### src/rtl/blinker_pkg.sv
`default_nettype none
// ============================================================================
//  Module      : blinker_pkg
//  Description : Shared types and 50 MHz default constants for the turn-signal
//                blinker sequencer.
//  Revision    : 1.0 - initial release
// ============================================================================
package blinker_pkg;

    // Lighting mode; the encoding is also the value presented on the mode port
    typedef enum logic [1:0] {
        IDLE   = 2'd0,
        LEFT   = 2'd1,
        RIGHT  = 2'd2,
        HAZARD = 2'd3
    } blink_mode_t;

    // Defaults for a 50 MHz system clock
    localparam int c_HALF_PERIOD_50M = 16777216;  // ~0.34 s per half-period
    localparam int c_TAP_CYCLES_50M  = 25000000;  // ~0.5 s lane-change tap
    localparam int c_CNT_W           = 25;
    localparam int c_TAP_FLASHES     = 3;
    localparam int c_TAP_W           = 25;        // tap-length counter width

    // Saturating increment used for the flash counter
    function automatic logic [7:0] satInc8(input logic [7:0] v);
        return (v == 8'hFF) ? v : v + 8'd1;
    endfunction

endpackage
`default_nettype wire

### src/rtl/blinker_sequencer_flash_timebase.sv
`default_nettype none
// ============================================================================
//  Module      : flash_timebase
//  Description : Half-period counter and ON/OFF phase for the blinker. A
//                synchronous restart starts a fresh ON half; dropping run
//                parks the timebase at count 0, phase OFF. Exposes the wrap
//                strobe, the OFF->ON strobe and the next phase value.
//  Revision    : 1.0 - initial release
// ============================================================================
module flash_timebase #(
    parameter int HALF_PERIOD = 16777216,
    parameter int CNT_W       = 25
) (
    input  logic clk,
    input  logic nReset,
    input  logic i_run,
    input  logic i_restart,
    output logic o_phaseOn,
    output logic o_phaseOnNext,
    output logic o_wrap,
    output logic o_rise
);

    localparam logic [CNT_W-1:0] c_LAST_COUNT = CNT_W'(HALF_PERIOD - 1);

    logic [CNT_W-1:0] r_halfCnt;
    logic [CNT_W-1:0] w_halfCntNext;
    logic             r_phaseOn;
    logic             w_phaseOnNext;
    logic             w_wrap;

    // Counter is held at 0 whenever idle, so a wrap can only occur while active
    assign w_wrap = (r_halfCnt == c_LAST_COUNT);

    // Next counter/phase: restart beats idle, idle beats normal counting
    always_comb begin
        w_halfCntNext = r_halfCnt + 1'b1;
        w_phaseOnNext = r_phaseOn;
        if (i_restart) begin
            w_halfCntNext = '0;
            w_phaseOnNext = 1'b1;
        end else if (!i_run) begin
            w_halfCntNext = '0;
            w_phaseOnNext = 1'b0;
        end else if (w_wrap) begin
            w_halfCntNext = '0;
            w_phaseOnNext = ~r_phaseOn;
        end
    end

    // Timebase registers
    always_ff @(posedge clk or negedge nReset) begin
        if (!nReset) begin
            r_halfCnt <= '0;
            r_phaseOn <= 1'b0;
        end else begin
            r_halfCnt <= w_halfCntNext;
            r_phaseOn <= w_phaseOnNext;
        end
    end

    assign o_phaseOn     = r_phaseOn;
    assign o_phaseOnNext = w_phaseOnNext;
    assign o_wrap        = w_wrap;
    assign o_rise        = w_wrap & ~r_phaseOn;

endmodule
`default_nettype wire

### src/rtl/blinker_sequencer.sv
`default_nettype none
// ============================================================================
//  Module      : blinker_sequencer
//  Description : Arbitrates debounced left/right/hazard requests into one
//                lighting mode, runs a single phase-aligned flash timebase and
//                drives both lamp outputs. Enforces a minimum ON half on exit.
//                Optional macro LANE_CHANGE_EN adds the lane-change tap: a
//                short left/right request yields TAP_FLASHES full flashes.
//  Revision    : 1.0 - initial release
// ============================================================================
module blinker_sequencer
    import blinker_pkg::*;
#(
    parameter int HALF_PERIOD = c_HALF_PERIOD_50M,
    parameter int CNT_W       = c_CNT_W,
    parameter int TAP_CYCLES  = c_TAP_CYCLES_50M,
    parameter int TAP_FLASHES = c_TAP_FLASHES
) (
    input  logic       c50M,
    input  logic       nReset,
    input  logic       leftBlink,
    input  logic       rightBlink,
    input  logic       hazardBlink,
    output logic       leftBlinkerOut,
    output logic       rightBlinkerOut,
    output logic [1:0] mode,
    output logic [7:0] flashCount
);

    localparam logic [7:0] c_TAP_FLASH_N = 8'(TAP_FLASHES);

    blink_mode_t r_mode;
    blink_mode_t w_nextMode;
    blink_mode_t w_target;
    logic [7:0]  r_flashCount;
    logic [7:0]  w_nextFlash;
    logic        r_leftOut;
    logic        r_rightOut;
    logic        w_nextLeft;
    logic        w_nextRight;
    logic        w_restart;
    logic        w_run;
    logic        w_phaseOn;
    logic        w_phaseOnNext;
    logic        w_wrap;
    logic        w_rise;
    logic        w_tapHold;

    flash_timebase #(
        .HALF_PERIOD (HALF_PERIOD),
        .CNT_W       (CNT_W)
    ) u_timebase (
        .clk           (c50M),
        .nReset        (nReset),
        .i_run         (w_run),
        .i_restart     (w_restart),
        .o_phaseOn     (w_phaseOn),
        .o_phaseOnNext (w_phaseOnNext),
        .o_wrap        (w_wrap),
        .o_rise        (w_rise)
    );

    // Request decode: hazard wins; simultaneous left+right keeps the current mode
    always_comb begin
        w_target = IDLE;
        if (hazardBlink)
            w_target = HAZARD;
        else if (leftBlink && rightBlink)
            w_target = r_mode;
        else if (leftBlink)
            w_target = LEFT;
        else if (rightBlink)
            w_target = RIGHT;
    end

    // Next-state logic: entry/restart, minimum-ON exit, tap extension
    always_comb begin
        w_nextMode  = r_mode;
        w_restart   = 1'b0;
        w_nextFlash = w_rise ? satInc8(r_flashCount) : r_flashCount;
        if (r_mode == IDLE) begin
            w_nextFlash = 8'd0;
            if (w_target != IDLE) begin
                w_nextMode  = w_target;
                w_restart   = 1'b1;
                w_nextFlash = 8'd1;
            end
        end else if (w_target == IDLE) begin
            if (w_tapHold) begin
                // Tap runs whole flashes until the last counted ON half ends
                if (w_phaseOn && w_wrap && (r_flashCount >= c_TAP_FLASH_N))
                    w_nextMode = IDLE;
            end else if (!w_phaseOn || w_wrap) begin
                // OFF half: leave now; ON half: leave only as it completes
                w_nextMode = IDLE;
            end
            if (w_nextMode == IDLE)
                w_nextFlash = 8'd0;
        end else if (w_target != r_mode) begin
            w_nextMode  = w_target;
            w_restart   = 1'b1;
            w_nextFlash = 8'd1;
        end
    end

    assign w_run = (w_nextMode != IDLE);

    // Lamp drive computed from next-state values so the outputs are glitch-free
    assign w_nextLeft  = w_phaseOnNext & ((w_nextMode == LEFT)  | (w_nextMode == HAZARD));
    assign w_nextRight = w_phaseOnNext & ((w_nextMode == RIGHT) | (w_nextMode == HAZARD));

    // State and output registers; reset kills the lamps immediately
    always_ff @(posedge c50M or negedge nReset) begin
        if (!nReset) begin
            r_mode       <= IDLE;
            r_flashCount <= 8'd0;
            r_leftOut    <= 1'b0;
            r_rightOut   <= 1'b0;
        end else begin
            r_mode       <= w_nextMode;
            r_flashCount <= w_nextFlash;
            r_leftOut    <= w_nextLeft;
            r_rightOut   <= w_nextRight;
        end
    end

`ifdef LANE_CHANGE_EN
    localparam logic [c_TAP_W-1:0] c_TAP_LIMIT = c_TAP_W'(TAP_CYCLES);

    logic [c_TAP_W-1:0] r_tapLen;
    logic [c_TAP_W-1:0] w_nextTapLen;
    logic               r_tapEligible;
    logic               w_nextTapEligible;
    logic               r_tapArmed;
    logic               w_nextTapArmed;

    // A drop counts as a tap if the request was held fewer than TAP_CYCLES cycles
    assign w_tapHold = r_tapArmed | (r_tapEligible & (r_tapLen < c_TAP_LIMIT));

    // Tap tracking: measure request length after IDLE entry, arm on early drop
    always_comb begin
        w_nextTapLen      = r_tapLen;
        w_nextTapEligible = r_tapEligible;
        w_nextTapArmed    = r_tapArmed;
        if (r_mode == IDLE) begin
            w_nextTapArmed    = 1'b0;
            w_nextTapEligible = (w_target == LEFT) || (w_target == RIGHT);
            w_nextTapLen      = {{(c_TAP_W-1){1'b0}}, 1'b1};
        end else if (w_target == IDLE) begin
            w_nextTapArmed    = w_tapHold;
            w_nextTapEligible = 1'b0;
        end else if (w_target != r_mode || r_tapArmed) begin
            // Any fresh request aborts the tap and normal rules resume
            w_nextTapArmed    = 1'b0;
            w_nextTapEligible = 1'b0;
        end else if (r_tapEligible && (r_tapLen != {c_TAP_W{1'b1}})) begin
            w_nextTapLen = r_tapLen + 1'b1;
        end
        if (w_nextMode == IDLE) begin
            w_nextTapArmed    = 1'b0;
            w_nextTapEligible = 1'b0;
        end
    end

    // Tap state registers
    always_ff @(posedge c50M or negedge nReset) begin
        if (!nReset) begin
            r_tapLen      <= '0;
            r_tapEligible <= 1'b0;
            r_tapArmed    <= 1'b0;
        end else begin
            r_tapLen      <= w_nextTapLen;
            r_tapEligible <= w_nextTapEligible;
            r_tapArmed    <= w_nextTapArmed;
        end
    end
`else
    // Without the tap feature the minimum-ON rule alone governs exit
    logic w_unusedTapCfg;
    assign w_unusedTapCfg = (TAP_CYCLES > 0);
    assign w_tapHold      = 1'b0;
`endif

    assign leftBlinkerOut  = r_leftOut;
    assign rightBlinkerOut = r_rightOut;
    assign mode            = r_mode;
    assign flashCount      = r_flashCount;

endmodule
`default_nettype wire
### config.mk
export PLATFORM = sky130hd
export DESIGN_NAME = blinker_sequencer
export DESIGN_NICKNAME = d
export VERILOG_FILES = /design/src/rtl/blinker_pkg.sv /design/src/rtl/blinker_sequencer_flash_timebase.sv /design/src/rtl/blinker_sequencer.sv
export SDC_FILE = /design/constraint.sdc
export NUM_CORES = 1
export LEC_CHECK = 0
export CAP_MARGIN = 20
export CORE_AREA = 8 8 90 92
export CTS_BUF_LIST = sky130_fd_sc_hd__clkbuf_4
export DETAILED_ROUTE_END_ITERATION = 7
export DIE_AREA = 0 0 98 100
export GPL_TIMING_DRIVEN = 0
export PLACE_DENSITY = 0.46
export SLEW_MARGIN = 20
export SYNTH_ARGS = -nofsm -noshare
export SYNTH_HDL_FRONTEND = slang
export SYNTH_SLANG_ARGS = --single-unit
### constraint.sdc
create_clock -name c50M -period 3 [get_ports c50M]
set_clock_uncertainty 0.2 [all_clocks]
set_input_delay 0.45 -clock c50M [delete_from_list [all_inputs] [get_ports c50M]]
set_output_delay 0.45 -clock c50M [all_outputs]
set_load 0.005 [all_outputs]
Word level (Yosys, flattened, before mapping)
Cells that the tools add are included.
Cells by class
  bitwise gates (word level): 6
  eq/ne operators: 6
  $add $sub $neg: 2
  mux-type cells: 28
  reductions and logical operators: 8
Operators with widths (count)
  $mux W25: 3
  $mux W8: 6
  $add A25 B1 Y25 const B: 1
  $eq A25 B24 Y1 const B: 1
  $mux W2: 11
  $add A8 B1 Y8 const B: 1
  $eq A8 B8 Y1 const B: 1
  $mux W1: 8
  $logic_not A2 Y1: 3
  $eq A2 B2 Y1 const B: 2
  $reduce_bool A2 Y1: 2
  $and A1 B1 Y1: 3
  $eq A2 B1 Y1 const B: 1
  $ne A2 B2 Y1: 1
  $or A1 B1 Y1: 2
  $logic_and A1 B1 Y1: 1
  $logic_not A1 Y1: 1
  $logic_or A1 B1 Y1: 1
  $not A1 Y1: 1
Word-level totals
  register bits: 38
  logic and storage cells: 56
  output and inout bits: 12

Longest topological paths before layout
  word-level depth: 13
  gate-level depth with buffers: 11
  mapped depth without buffers: 10

Hierarchy
A second synthesis with hierarchy kept.
Unflattened totals
  cell total of the unflattened synthesis: 208
  area total of the unflattened synthesis: 2080.7 µm²
Modules (own cells, without submodules)
  flash_timebase: instances 1, area an instance 1371.3 µm², cells each 136
  blinker_sequencer: instances 1, area an instance 709.4 µm², cells each 72

Least setup slack after synthesis
Ideal clock, no wire load.
  path kind: reg2reg
  from: register u_timebase.r_halfCnt[9]
  to: register r_flashCount[5] (netlist: flashCount[5])
  setup slack: -0.142 ns
  buffers on the path: 1
  data arrival time: 2.806 ns
  stages on the path, launching flop included: 11
  cells stage by stage: dfrtp_1 nand4_2 or4_4 or4_4 ha_1 nor2b_1 o211ai_1 a21oi_1 nor2_1 clkbuf_1 nor3_1
Between the ends
  cells in the longest elaborated chain, start to end: 9
  elaborated cells between the ends (all ways): 12
  those cells by class: 1 x eq/ne; 8 x mux; 1 x bitwise; 2 x reduce/logical
Ends and longest elaborated chain
  start, declared: line blinker_sequencer_flash_timebase.sv:26  | logic [CNT_W-1:0] r_halfCnt;
  start signal, assigned: line blinker_sequencer_flash_timebase.sv:57  | r_halfCnt <= w_halfCntNext;
  $eq A25 B24 Y1 (*): line blinker_sequencer_flash_timebase.sv:33  | assign w_wrap = (r_halfCnt == c_LAST_COUNT);
  $logic_or A1 B1 Y1: line blinker_sequencer.sv:93  | end else if (!w_phaseOn || w_wrap) begin
  $mux W2: line blinker_sequencer.sv:93
  $mux W2: line blinker_sequencer.sv:88  | end else if (w_target == IDLE) begin
  $mux W2: line blinker_sequencer.sv:81  | if (r_mode == IDLE) begin
  $logic_not A2 Y1: line blinker_sequencer.sv:97  | if (w_nextMode == IDLE)
  $mux W8: line blinker_sequencer.sv:97
  $mux W8 (*): line blinker_sequencer.sv:88
  $mux W8 (*): line blinker_sequencer.sv:81
  named net w_nextFlash[5]: line blinker_sequencer.sv:36  | logic [7:0] w_nextFlash;
  end signal, assigned: line blinker_sequencer.sv:121  | r_flashCount <= w_nextFlash;
  end, declared: line blinker_sequencer.sv:35  | logic [7:0] r_flashCount;
The timed path passes the listed nets; every way through them passes the cells marked *. The select of a mux whose other input is x is not followed.

Worst setup path after layout
  from: register u_timebase.r_halfCnt[15]
  to: register u_timebase.r_halfCnt[4]
Between the ends
  cells in the longest elaborated chain, start to end: 10
  elaborated cells between the ends (all ways): 11
  those cells by class: 1 x eq/ne; 8 x mux; 2 x reduce/logical
Ends and longest elaborated chain
  $eq A25 B24 Y1 (*): line blinker_sequencer_flash_timebase.sv:33
  $logic_or A1 B1 Y1: line blinker_sequencer.sv:93
  $mux W2: line blinker_sequencer.sv:93
  $mux W2: line blinker_sequencer.sv:88
  $mux W2: line blinker_sequencer.sv:81
  $mux W2: line blinker_sequencer.sv:88
  $mux W2: line blinker_sequencer.sv:81
  $reduce_bool A2 Y1: line blinker_sequencer.sv:106  | assign w_run = (w_nextMode != IDLE);
  $mux W25 (*): line blinker_sequencer_flash_timebase.sv:42  | end else if (!i_run) begin
  $mux W25 (*): line blinker_sequencer_flash_timebase.sv:39  | if (i_restart) begin
  named net u_timebase.w_halfCntNext[4]: line blinker_sequencer_flash_timebase.sv:27  | logic [CNT_W-1:0] w_halfCntNext;
Marks and branches as above.

==> impl_metrics.yaml <==
placed_design:
  hpwlAfterDp_mm: 2.85
  placed_area_mm2: 0.00220
  gp_congestion: 0.694
  io_buffers: 14
final_layout:
  multi_input_area_mm2: 0.00103
  antenna_cells: 0
  nets: 255
  syn_to_final_growth_pct: 31.0
  regArea_um2: 952
  finalInstanceArea_mm2: 0.00254
  final.fill_count: 678
  layout-drive-gt1-share: 0.244
power_and_ir_drop:
  power_density_mw_per_mm2: 366
  peakVddDrop_uv: 186
  p_leak_uw: 0.00108
  totalPowerFinal_uw: 932
logic_synthesis:
  synth_area_mm2: 0.00194
  syn-num-nets: 211
  ys_ff_latch: 38
  yosys_warnings: 0
  syn_inst: 202
  synthFlopType: "dfrtp_1"
  synthArstFlopShare: 1.00
  yosysUniqueCellTypes: 37
  avgSynthCellArea_um2: 9.62
  yosysTopAreaCellShare: 0.489
  yosysSeqAreaShare: 0.489
  synth.area.top_cells: "dfrtp_1 (49%), nor2_1 (7.1%), xor2_1 (6.3%)"
  synth_edf_count: 0
  synth_top_cell_by_area: "dfrtp_1"
critical_path:
  path_cells: "nand3_2, or4_4, or4_4, ha_4, nor2b_4, o211ai_1, a21oi_2, o21ai_4, buf_6, nor2_1"
  critPathArrivalTime_ps: 3010
  cpLargestDelayFamily: "simple AND/OR/NAND/NOR gates"
  ff2ff_setup_slack_ps: 20
  path_class: "reg -> reg"
  reg2reg_depth: 10
  reg2reg_to: "u_timebase.r_halfCnt[4]$_DFF_PN0_"
  crit_path_frequent_cell: "or4_4"
  crit_slowest_cell: "or4_4"
  critPathRequiredTime_ps: 3030
  crit_path_end_kind: "flop"
  max_stage_delay_ps: 570
  reg2reg_from: "u_timebase.r_halfCnt[15]$_DFF_PN0_"
  crit_path_start_kind: "flop"
  crit_fanout: 5
  cp.buffers_inverters: 1
routing:
  first_iter_violations: 29
  drc: 0
  vias_per_cell: 4.76
  ant_nets: 0
  wl_per_cell_um: 13.3
  first_pass_iters: 4
  route.vias.total: 1552
  wl_mm: 4.33
grt:
  gr-usage-all-layers: 0.0948
  grt_pass1_vias: 1553
  grt_pass1_wl_mm: 7.51
  overflow: 0
  antenna_found_initial: 0
  grt_max_degree: 30
run:
  cap_violations: 0
sta:
  slew_viol_final: 0
  setup_viol: 0
  finalCritPeriodShare: 0.993
  period_needed_ps: 2980
  setup_tns_ps: 0
  hold_violations: 0
  rsz0062_at_grt: "true"
  timing.hold.ws_ps: 297
  worst_slew_pin_slew_ps: 493
  maxClockFrequency_mhz: 336
  maxSlewHeadroom: 0.668
die:
  die_area_mm2: 0.00980
  core_area_mm2: 0.00664
  ios: 17
  row_count: 30
  initial_core_util: 0.292
  dieWidth_um: 98
  die_y_um: 100
clock_tree:
  cts.sinks: 38
  cts_made_buffers: 5
  root_buffer: "clkbuf_4"
  htree_num_levels: 2
  clk_latency_ps: 340
  cts_tree: "done"
  path_clk_slew_ps: 110
  clock_path_buffers: 2
outcome:
  status: "completed"
worst_hold_path:
  hold_class: "in -> async"
==> report_power, final <==
group,internal (uW),switching [uW]
Clock,107,157
Combinational,56.8,68.4
Sequential,525,17.9
Total,688,244
==> how the worst max path moves through the flow <==
stage                                       startpoint                                 to  slack (ps)  depth (start not counted)
floorplan           u_timebase.r_halfCnt[10]$_DFF_PN0_            flashCount[4]$_DFF_PN0_           8                         10
global placement     u_timebase.r_halfCnt[9]$_DFF_PN0_            flashCount[7]$_DFF_PN0_        -400                         10
detailed placement   u_timebase.r_halfCnt[9]$_DFF_PN0_            flashCount[4]$_DFF_PN0_        -390                         10
CTS                 u_timebase.r_halfCnt[15]$_DFF_PN0_  u_timebase.r_halfCnt[0]$_DFF_PN0_          -9                         10
global route        u_timebase.r_halfCnt[14]$_DFF_PN0_  u_timebase.r_halfCnt[0]$_DFF_PN0_         -50                         10
finish              u_timebase.r_halfCnt[15]$_DFF_PN0_  u_timebase.r_halfCnt[4]$_DFF_PN0_          20                         10
==> placed cells by master (no fill, tap or decap), drive strengths merged, types with 5 or more instances in the layout <==
master / Yosys / routed
nor2: 37 / 37
o21ai: 5 / 5
dfrtp: 38 / 38
buf: 2 / 25
clkbuf: 5 / 12
clkdlybuf4s50: 0 / 13
nor3: 8 / 8
xnor2: 9 / 9
xor2: 14 / 14
nand3: 13 / 13
a21oi: 11 / 11
inv: 5 / 5
and3: 7 / 7
nand2: 9 / 9
nand4: 7 / 7
==> cell usage after synthesis, types with 5 or more instances <==
cell and number:
a21oi_1 11, and3_1 7, clkbuf_1 5, dfrtp_1 38, inv_1 5, nand2_1 9, nand3_1 13, nand4_1 6
nor2_1 37, nor3_1 8, xnor2_1 9, xor2_1 14
==> logic make-up (layout without fill, tap and decap cells) <==
family                   after synthesis  after routing  synth area share
AND/OR/NAND/NOR                       98             98             0.261
flip-flops                            38             38             0.489
AO/OA/AOI/OAI                         26             26            0.0844
XOR/XNOR                              23             23             0.104
buffers and inverters                 12             56            0.0309
adder cells (fa/ha/maj)                4              4            0.0258
multiplexers                           1              1           0.00515
==> stage by stage <==
step	util	setup slack, ps	cells
2_1_floorplan	-	8.37	202
3_3_place_gp	0.329	-397	296
3_5_place_dp	0.331	-391	297
4_1_cts	0.369	-9.31	320
5_1_grt	0.383	-48.1	326
6_report	0.383	20.2	326
==> flip-flops by register name (all words and copies together) (netlist names) <==
signal and cells:
u_timebase.o_phaseOn 1, leftBlinkerOut 1, mode 2, u_timebase.r_halfCnt 25, rightBlinkerOut 1, flashCount 8
==> cell type report <==
| class | count | area share |
|---|---|---|
| Clock buffer | 7 | 0.0206 |
| Timing Repair Buffer | 38 | 0.135 |
| Multi-Input combinational cell | 152 | 0.405 |
| Buffer | 6 | 0.0187 |
| Inverter | 5 | 0.00737 |
| Tap cell | 80 | 0.0393 |
| Sequential cell | 38 | 0.374 |
==> per-layer routing <==
layer	vias to the layer above	GRT usage	routed length, um
met5	-	0	0
met4	0	0.0396	74
met3	8	0.0311	158
met2	16	0.156	1960
met1	735	0.111	2140
li1	793	-	-
==> repair_timing <==
item,4_1_cts,5_1_grt
hold buffers,1,0
buffers inserted,12,7
endpoints found under the hold margin,9,0
gates resized for setup,20,13
endpoints found under the setup margin,33,33
pin swaps,13,11
cloned,3,0
Note: power is estimated with default switching activity, not from simulation.
